--- src/rtl/divider_pkg.sv ---
// Shared definitions for the sequential restoring divider: FSM state
// encoding and the step-counter width helper.
package divider_pkg;

   // Controller states, 2-bit encoding
   typedef enum logic [1:0] {
      IDLE = 2'd0,
      RUN  = 2'd1,
      DONE = 2'd2
   } state_t;

   // Width needed for a counter that holds the values 0..bits
   function automatic int cnt_width(input int bits);
      return $clog2(bits + 1);
   endfunction

endpackage

--- src/rtl/divider_step.sv ---
// One restoring-division iteration: shift {rem, quo} left by one, try to
// subtract the divisor from the widened partial remainder and keep the
// result only when it does not go negative.
module divider_step #(
   parameter int BITS = 4
) (
   input  logic [BITS-1:0] rem,
   input  logic [BITS-1:0] quo,
   input  logic [BITS-1:0] divisor,
   output logic [BITS-1:0] next_rem,
   output logic [BITS-1:0] next_quo
);

   // Partial keeps the bit shifted out of rem so divisors with the MSB set compare correctly
   logic        [BITS:0]   partial;
   logic signed [BITS+1:0] diff;

   // Trial subtraction and restore decision
   always_comb begin
      partial = {rem, quo[BITS-1]};
      diff    = $signed({1'b0, partial}) - $signed({2'b00, divisor});
      // Any set bit above the remainder width means the subtraction borrowed
      if (diff[BITS+1:BITS] == 2'b00) begin
         next_rem = diff[BITS-1:0];
         next_quo = {quo[BITS-2:0], 1'b1};
      end else begin
         next_rem = partial[BITS-1:0];
         next_quo = {quo[BITS-2:0], 1'b0};
      end
   end

endmodule

--- src/rtl/divider.sv ---
// Sequential restoring divider: 2*BITS-bit dividend / BITS-bit divisor,
// one quotient bit per clock. Start/finished handshake matches the
// shift-add multiplier so products can be fed straight back for checking.
module divider #(
   parameter int BITS = 4
) (
   input  logic              i_clock,
   input  logic              i_reset,
   input  logic              i_start,
   output logic              o_busy,
   output logic              o_finished,
   input  logic [2*BITS-1:0] i_dividend,
   input  logic [BITS-1:0]   i_divisor,
   output logic [BITS-1:0]   o_quotient,
   output logic [BITS-1:0]   o_remainder,
   output logic              o_overflow,
   output logic              o_divide_by_zero
);
   import divider_pkg::*;

   localparam int CW = cnt_width(BITS);

   state_t          state;
   state_t          state_nxt;
   logic [CW-1:0]   cnt;
   logic [BITS-1:0] rem;
   logic [BITS-1:0] quo;
   logic [BITS-1:0] dvs;
   logic [BITS-1:0] step_rem;
   logic [BITS-1:0] step_quo;

   logic accept;
   logic err_zero;
   logic err_ovf;
   logic last_step;

   // A start is only honoured when not iterating; zero divisor takes priority over overflow
   assign accept    = i_start && (state == IDLE || state == DONE);
   assign err_zero  = (i_divisor == '0);
   assign err_ovf   = !err_zero && (i_dividend[2*BITS-1:BITS] >= i_divisor);
   assign last_step = (state == RUN) && (cnt == CW'(1));

   divider_step #(
      .BITS(BITS)
   ) u_step (
      .rem     (rem),
      .quo     (quo),
      .divisor (dvs),
      .next_rem(step_rem),
      .next_quo(step_quo)
   );

   // State register
   always_ff @(posedge i_clock) begin
      if (!i_reset) state <= IDLE;
      else          state <= state_nxt;
   end

   // Next-state logic; error operations skip RUN entirely
   always_comb begin
      state_nxt = state;
      case (state)
         IDLE: if (i_start) state_nxt = (err_zero || err_ovf) ? DONE : RUN;
         RUN:  if (last_step) state_nxt = DONE;
         DONE: begin
            if (i_start) state_nxt = (err_zero || err_ovf) ? DONE : RUN;
            else         state_nxt = IDLE;
         end
         default: state_nxt = IDLE;
      endcase
   end

   // Handshake outputs decoded from state
   always_comb begin
      o_busy     = (state == RUN);
      o_finished = (state == DONE);
   end

   // Step counter: loaded on accept, counts down one per iteration
   always_ff @(posedge i_clock) begin
      if (!i_reset)           cnt <= '0;
      else if (accept)        cnt <= CW'(BITS);
      else if (state == RUN)  cnt <= cnt - CW'(1);
   end

   // Working registers: operands latched on accept, then iterated in RUN
   always_ff @(posedge i_clock) begin
      if (accept) begin
         rem <= i_dividend[2*BITS-1:BITS];
         quo <= i_dividend[BITS-1:0];
         dvs <= i_divisor;
      end else if (state == RUN) begin
         rem <= step_rem;
         quo <= step_quo;
      end
   end

   // Result registers change only on entry to DONE and hold otherwise
   always_ff @(posedge i_clock) begin
      if (!i_reset) begin
         o_quotient       <= '0;
         o_remainder      <= '0;
         o_overflow       <= 1'b0;
         o_divide_by_zero <= 1'b0;
      end else if (accept && (err_zero || err_ovf)) begin
         o_quotient       <= '0;
         o_remainder      <= '0;
         o_overflow       <= err_ovf;
         o_divide_by_zero <= err_zero;
      end else if (last_step) begin
         o_quotient       <= step_quo;
         o_remainder      <= step_rem;
         o_overflow       <= 1'b0;
         o_divide_by_zero <= 1'b0;
      end
   end

endmodule

--- config.mk ---
export PLATFORM = sky130hd
export DESIGN_NAME = divider
export DESIGN_NICKNAME = d
export VERILOG_FILES = /design/src/rtl/divider_pkg.sv /design/src/rtl/divider_step.sv /design/src/rtl/divider.sv
export SDC_FILE = /design/constraint.sdc
export NUM_CORES = 1
export LEC_CHECK = 0
export CORE_UTILIZATION = 50
export CTS_BUF_LIST = sky130_fd_sc_hd__clkbuf_4 sky130_fd_sc_hd__clkbuf_8
export DETAILED_ROUTE_END_ITERATION = 6
export DONT_BUFFER_PORTS = 1
export GPL_TIMING_DRIVEN = 0
export PLACE_DENSITY_LB_ADDON = 0.08
export SYNTH_ARGS = -nofsm -noshare
export SYNTH_HDL_FRONTEND = slang
export SYNTH_HIERARCHICAL = 1
export SYNTH_SLANG_ARGS = --single-unit
export TNS_END_PERCENT = 30
--- constraint.sdc ---
create_clock -name i_clock -period 3.35 [get_ports i_clock]
set_clock_uncertainty 0.2 [all_clocks]
set_input_delay 0.67 -clock i_clock [delete_from_list [all_inputs] [get_ports i_clock]]
set_output_delay 0.67 -clock i_clock [all_outputs]
set_load 0.005 [all_outputs]
==> results of run 1 <==
cell usage in the layout (no fill, tap or decap), types with 3 or more instances in the layout:
| cell type | n |
|---|---|
| dfxtp_1 | 15 |
| a21oi_2 | 8 |
| nand2_1 | 42 |
| a21oi_1 | 5 |
| edfxtp_1 | 12 |
| ha_1 | 10 |
| buf_4 | 4 |
| clkbuf_4 | 3 |
| inv_1 | 14 |
| xor2_1 | 3 |
| nor2_1 | 5 |
| a211oi_1 | 4 |
| nor2b_1 | 3 |
final timing paths:
| kind | endpoint | slack (ns) | from |
|---|---|---|---|
| worst max register to register | rem[3] | 0.66 | quo[3] |
| worst min register to register | o_quotient[3] | 0.30 | o_quotient[3] |
| worst max-delay path | rem[3] | 0.66 | quo[3] |
| worst min-delay path | dvs[1] | 0.23 | i_divisor[1] |
per-layer routing:
layer	up-vias	routed length, um	GRT usage	share of wire
li1	589	-	-	-
met1	565	1410	0.255	0.47
met2	38	1420	0.326	0.47
met3	2	144	0.0286	0.048
met4	0	18	0.0782	0.0060
met5	-	0	0	0
area by class of cell:
class,instances,area (um2)
clock inverter,1,6.26
clock buffer,3,22.5
inverter,14,52.6
sequential,27,661
fill,286,1350
tap,44,55.1
buffer,8,47.5
multi-input combinational,118,858
critical path, delay by kind of cell (launching register included):
| family | cells | cell delay, ns |
|---|---|---|
| AO/OA/AOI/OAI | 3 | 0.76 |
| adder cells (fa/ha/maj) | 2 | 0.76 |
| buffers and inverters | 1 | 0.06 |
| flip-flops | 1 | 0.36 |
| AND/OR/NAND/NOR | 3 | 0.45 |
power groups by stage:
stage | Clock [uW] | Sequential, uW | Combinational, uW
final | 148 | 412 | 345
after global placement | 0 | 419 | 330
after floorplan | 0 | 415 | 282
after detailed placement | 0 | 420 | 345
after CTS | 154 | 413 | 346
after global routing | 168 | 418 | 385
through the flow:
step / setup WS (ns) / hold slack (ns) / cells / instance area, um2 / utilization
final: 0.664 / 0.226 / 215 / 1700 / 0.558
after detailed placement: 0.708 / 0.277 / 211 / 1670 / 0.548
after global routing: 0.482 / 0.204 / 215 / 1700 / 0.558
after global placement: 0.782 / 0.276 / 211 / 1670 / 0.548
after CTS: 0.654 / 0.215 / 215 / 1700 / 0.558
after floorplan: 1.01 / 0.265 / 167 / 1620 / -
cells by family (layout without fill, tap and decap cells):
kind of cell,count (synthesis),in the layout,synth area share
compound gates,36,36,0.185
xor+xnor,4,4,0.0216
fa+ha+maj,11,11,0.0896
buf+inv,22,26,0.0618
flops,27,27,0.408
mux,2,2,0.0124
simple gates,65,65,0.221
flip-flops by register name, summed over array words and instances (netlist names):
signal	count
o_quotient	4
o_divide_by_zero	1
state	2
cnt	3
rem	4
o_remainder	4
quo	4
o_overflow	1
dvs	4
==> qor.yml, run 1 <==
status: "complete, no violations"
hold_viol: 0
cts-resized-gates: 0
wl_per_cell_um: 13.9
ys_ff_latch: 27
synth_most_common_cell: "nand2_1"
synth_top_area_cell: "edfxtp_1"
critPathArrivalTime_ns: 2.70
power-per-cell-area_mw_per_mm2: 532
cts-root-buf: "clkbuf_4"
r2r_cells: 9
ys_seq_area_frac: 0.408
ant_nets: 0
comb_power_share: 0.381
cp_cell_sequence: "inv_1, ha_1, fa_1, and4bb_1, o2bb2ai_1, a221o_1, a221oi_2, nand2_1, nand2_1"
die-height_um: 58.9
worstPathRequired_ns: 3.36
rows: 20
design_power_total_uw: 906
final_max_slew_viol_count: 0
cts_buffer_depth: 2
crit_slowest_cell: "fa_1"
ioPinCount: 27
cts_sinks: 27
p_leak_uw: 0.000718
post-route-period-util: 0.802
drt_iter0_markers: 57
seq_power_share: 0.455
placeableCoreArea_mm2: 0.00305
drt-total-wl_mm: 2.99
period_needed_ns: 2.69
cts_max_level: 1
ys_async_sr_fraction: 0
switching_share: 0.353
hold_buffers: 0
maxCapViolations: 0
power_frac_clock: 0.164
synth_ff_type: "dfxtp_1"
fmax_mhz: 372
dr.pass1.iters: 4
crit_path_start_kind: "flop"
num_vias: 1194
ys_top_cells_by_area: "edfxtp_1 22%, dfxtp_1 19%, nand2_1 9.7%"
worst_setup_path_end_kind: "flop"
syn-cell-area_mm2: 0.00162
grt_overflow_total: 0
post_cts_buffers: 0
die_area_mm2: 0.00347
clock_latency_ns: 0.33
hold_depth: 0
worstHoldPathType: "input port to flop"
place_congestion: 0.771
grt_pass1_wl_mm: 5.06
avgSynthCellArea_um2: 9.69
clkTransAtPathRegs_ns: 0.16
grt_usage: 0.196
synth_edf_count: 12
crit_type: "flop to flop"
via_per_inst: 5.55
internal-power_uw: 586
cts_tree: "built"
grt_pass1_vias: 1122
finalSetupViolations: 0
numCtsBuffers: 3
tns_ns: 0
critPathMaxStageDelay_ns: 0.51
antenna_found_initial: 0
rsz0062_at_grt: "false"
ir_drop_mv: 0.269
fin_nets: 198
tightestPinTransition_ns: 0.599
crit_path_frequent_cell: "nand2_1"
synth.distinct_cells: 44
diodes: 0
area_delta_synth_final_pct: 5.18
place_hpwl_mm: 2.30
die_x_um: 58.9
crit_fanout: 6
yosysTopAreaCellShare: 0.223
synthCells: 167
slew_headroom: 0.595
yosysWarningCount: 6
grt_max_degree: 17
synth_common_cells: "42 x nand2_1, 15 x dfxtp_1, 14 x inv_1"
start_util: 0.530
drive_gt1_frac: 0.175
portBuffers: 0
syn-num-nets: 193
drc_errors: 0
p_switching_uw: 320
No activity file was read; power rests on OpenSTA's default activity.
==> inputs of run 2 (changes only) <==
==> constraint.sdc (replaced) <==
create_clock -name i_clock -period 2.3 [get_ports i_clock]
set_clock_uncertainty 0.2 [all_clocks]
set_input_delay 0.46 -clock i_clock [delete_from_list [all_inputs] [get_ports i_clock]]
set_output_delay 0.46 -clock i_clock [all_outputs]
set_load 0.005 [all_outputs]
==> qor.yml, run 2 (same netlist as run 1, synthesis figures left out) <==
status: "finished, violations left"
violations: "negative setup slack"
hold_viol: 0
cts_sinks: 27
final_util: 0.609
critPathMaxStageDelay_ns: 0.44
final_max_slew_viol_count: 0
maxCapViolations: 0
cpLargestDelayFamily: "compound AO/OA/AOI/OAI gates"
via_per_inst: 5.47
num_vias: 1226
grt_usage: 0.199
crit_type: "flop to flop"
crit_fanout: 3
numCtsBuffers: 3
start_util: 0.530
rows: 20
internal-power_uw: 944
place_congestion: 0.776
power_frac_clock: 0.146
comb_power_share: 0.444
fin_nets: 207
portBuffers: 0
setup_ws_ns: -0.103
crit_path_start_kind: "flop"
place_hpwl_mm: 2.37
die_area_mm2: 0.00347
grt_pass1_wl_mm: 5.16
ant_nets: 0
ioPinCount: 27
die_x_um: 58.9
crit_slowest_cell: "edfxtp_1"
drt_iter0_markers: 67
dp_worst_setup_slack_ns: -0.217
period_needed_ns: 2.40
critPathArrivalTime_ns: 2.41
grt_max_degree: 17
crit_path_frequent_cell: "nand2_1"
worst-path-buf-inv: 0
mostFrequentLayoutCell: "nand2_1"
area_delta_synth_final_pct: 14.9
slew_headroom: 0.698
tightestPinTransition_ns: 0.453
clkTransAtPathRegs_ns: 0.14
worstPathRequired_ns: 2.30
power-per-cell-area_mw_per_mm2: 785
drive_gt1_frac: 0.250
rsz0062_at_grt: "true"
p_leak_uw: 0.000777
ir_drop_mv: 0.433
cts-root-buf: "clkbuf_4"
drc_errors: 0
drt-total-wl_mm: 3.22
switching_share: 0.354
worstHoldPathType: "input port to flop"
layout_common_cells: "42 x nand2_1, 15 x dfxtp_1, 13 x inv_1, 12 x edfxtp_1, 9 x buf_4"
post-route-period-util: 1.04
grt_pass1_vias: 1161
cts_max_level: 1
fmax_mhz: 416
finalSetupViolations: 7
clock_latency_ns: 0.33
cts_buffer_depth: 2
cp_cell_sequence: "ha_4, fa_2, and4bb_1, o2bb2ai_1, a221o_1, a221oi_4, nand2_1, nand2_1"
antenna_found_initial: 0
wl_per_cell_um: 14.4
grt_overflow_total: 0
tns_ns: -0.492
p_switching_uw: 517
diodes: 0
worst_setup_path_end_kind: "flop"
seq_power_share: 0.410
dr.pass1.iters: 4
die-height_um: 58.9
cts_tree: "built"
placeableCoreArea_mm2: 0.00305
[run 2: changes by cell type in the layout (fill, tap and decap cells not counted), sizes merged]
cell	change
dlygate4sd3	+4
buf	+6
clkbuf	-1
[run 2: layer usage]
layer | up-vias | wire length [um] | GRT usage
met1 | 591 | 1380 | 0.247
li1 | 601 | - | -
met2 | 32 | 1610 | 0.334
met4 | 0 | 18 | 0.0680
met5 | - | 0 | 0
met3 | 2 | 213 | 0.0527
[run 2: through the flow]
stage | hold slack (ns) | total power [uW] | cell area (um2) | std cells
after CTS | 0.0121 | 1390 | 1780 | 219
after global routing | 0.0335 | 1550 | 1860 | 224
final | 0.0576 | 1460 | 1860 | 224
after detailed placement | 0.282 | 1110 | 1680 | 211
after global placement | 0.275 | 1090 | 1680 | 211
after floorplan | 0.265 | 1020 | 1620 | 167
[run 2: repair_timing]
action                                 CTS  global route
endpoints found under the hold margin    0             4
setup endpoints to repair                9            10
pin swaps                                5             4
hold buffers                             0             4
setup buffers                            5             1
resized for setup                        9             6
[run 2: worst paths after layout]
check / start / end / depth (start not counted) / slack [ns]
setup reg to reg: dvs[0] / rem[3] / 8 / -0.10
setup / recovery: dvs[0] / rem[3] / 8 / -0.10
hold reg to reg: o_remainder[2] / o_remainder[2] / 2 / 0.30
hold / removal: i_reset / state[1] / 1 / 0.06
[run 2: final cells by class]
cell class / instances / area [um2]
well taps: 44 / 55.1
multi-input cells: 118 / 931
clock inverters: 1 / 6.26
inverters: 14 / 52.6
fillers: 263 / 1190
flip-flops and latches: 27 / 661
repair buffers: 10 / 88.8
clock buffers: 3 / 22.5
plain buffers: 7 / 43.8
[run 2: power by group through the flow]
stage	Sequential, uW	Combinational (uW)	Clock (uW)
after floorplan	604	412	0
after CTS	599	575	218
after detailed placement	613	501	0
final	599	649	213
after global routing	605	713	237
after global placement	610	483	0
==> inputs of run 3 (changes only) <==
--- a/config.mk
+++ b/config.mk
@@ -5,6 +5,7 @@
 export SDC_FILE = /design/constraint.sdc
 export NUM_CORES = 1
 export LEC_CHECK = 0
+export CAP_MARGIN = 0
 export CORE_UTILIZATION = 50
 export CTS_BUF_LIST = sky130_fd_sc_hd__clkbuf_4 sky130_fd_sc_hd__clkbuf_8
 export DETAILED_ROUTE_END_ITERATION = 6
==> constraint.sdc (replaced) <==
create_clock -name i_clock -period 2.3 [get_ports i_clock]
set_clock_uncertainty 0.2 [all_clocks]
set_input_delay 0.345 -clock i_clock [delete_from_list [all_inputs] [get_ports i_clock]]
set_output_delay 0.345 -clock i_clock [all_outputs]
set_load 0.005 [all_outputs]
==> qor.yml, run 3 (same netlist as run 1, synthesis figures left out) <==
crit_path_frequent_cell: "nand2_1"
fin_nets: 215
area_delta_synth_final_pct: 19.2
ant_nets: 0
dpl_cell_area_mm2: 0.00168
grt_overflow_total: 0
die_area_mm2: 0.00347
worstPathRequired_ns: 2.30
crit_start: "dvs[0]"
crit_path_start_kind: "flop"
drt_iter0_markers: 71
hold_viol: 0
hold_ws_ns: 0.0112
p_leak_uw: 0.000806
dr.pass1.iters: 4
cts_tree: "built"
maxCapViolations: 0
via_per_inst: 5.38
crit_fanout: 3
place_congestion: 0.776
critPathArrivalTime_ns: 2.42
power-per-cell-area_mw_per_mm2: 760
min_from: "i_reset"
crit_type: "flop to flop"
place_hpwl_mm: 2.37
clkTransAtPathRegs_ns: 0.16
finalSetupViolations: 7
status: "finished, violations left"
worstReg2RegStart: "dvs[0]"
setup_ws_ns: -0.125
diodes: 0
worstHoldPathType: "input port to flop"
finalNonFillerCells: 232
rsz0062_at_grt: "true"
die_x_um: 58.9
fmax_mhz: 412
tightestPinTransition_ns: 0.457
layout_common_cells: "42 x nand2_1, 15 x dfxtp_1, 13 x inv_1, 12 x edfxtp_1, 12 x dlygate4sd3_1"
ioPinCount: 27
numCtsBuffers: 3
mostFrequentLayoutCell: "nand2_1"
final_max_slew_viol_count: 0
cts-root-buf: "clkbuf_4"
rows: 20
grt_pass1_vias: 1200
critPathMaxStageDelay_ns: 0.44
post-route-period-util: 1.05
dpl.cell_count: 211
dp_worst_setup_slack_ns: -0.217
grt_usage: 0.204
ir_drop_mv: 0.432
cp_cell_sequence: "ha_4, fa_2, and4bb_1, o2bb2ai_1, a221o_1, a221oi_4, nand2_1, nand2_1"
wl_per_cell_um: 14.4
clock_latency_ns: 0.33
grt_pass1_wl_mm: 5.31
cts_buffer_depth: 2
worst_setup_path_end_kind: "flop"
stdcell_area_mm2: 0.00193
start_util: 0.530
drt-total-wl_mm: 3.33
grt_max_degree: 17
r2r_slack_ns: -0.12
cts_max_level: 1
drive_gt1_frac: 0.229
portBuffers: 0
antenna_found_initial: 0
crit_slowest_cell: "edfxtp_1"
die-height_um: 58.9
num_vias: 1249
violations: "negative setup slack"
period_needed_ns: 2.42
slew_headroom: 0.695
placeableCoreArea_mm2: 0.00305
final_util: 0.632
cts_sinks: 27
drc_errors: 0
run 3: metal layers:
metal  wire length, um  up-vias  track usage
li1                  -      618            -
met1              1460      599        0.250
met2              1690       30        0.349
met3               171        2       0.0527
met4                18        0       0.0680
met5                 0        -            0
run 3: stage by stage:
stage                     setup TNS, ns  power [uW]
after floorplan                       0        1020
after global placement            -1.09        1090
after detailed placement          -1.34        1110
after CTS                         -1.11        1410
after global routing              -1.43        1560
final                            -0.625        1470
run 3: final timing paths:
path	to	cells after the start
max	rem[3]	8
min reg2reg	o_remainder[3]	2
max reg2reg	rem[3]	8
min	cnt[0]	2
run 3: critical path: cells and delay by family (launching register included):
kind	cells	cell delay (ns)
AO/OA/AOI/OAI	3	0.75
adder cells (fa/ha/maj)	2	0.55
flip-flops	1	0.44
AND/OR/NAND/NOR	3	0.37
run 3: final cells by class:
cell class / count / area [um2]
buffer: 7 / 43.8
sequential: 27 / 661
multi-input combinational: 118 / 923
timing repair buffer: 18 / 165
clock inverter: 1 / 6.26
fill: 260 / 1120
inverter: 14 / 52.6
clock buffer: 3 / 22.5
tap: 44 / 55.1
run 3: what timing repair did:
item,CTS,global route
buffers inserted,5,1
resized for setup,9,4
hold buffers,12,0
endpoints found under the setup margin,9,10
hold endpoints to repair,12,0
pin swaps,5,4
run 3: power breakdown:
part	internal (uW)	switching [uW]
logic	305	349
registers	572	27.6
clock network	67.8	144
total	944	521
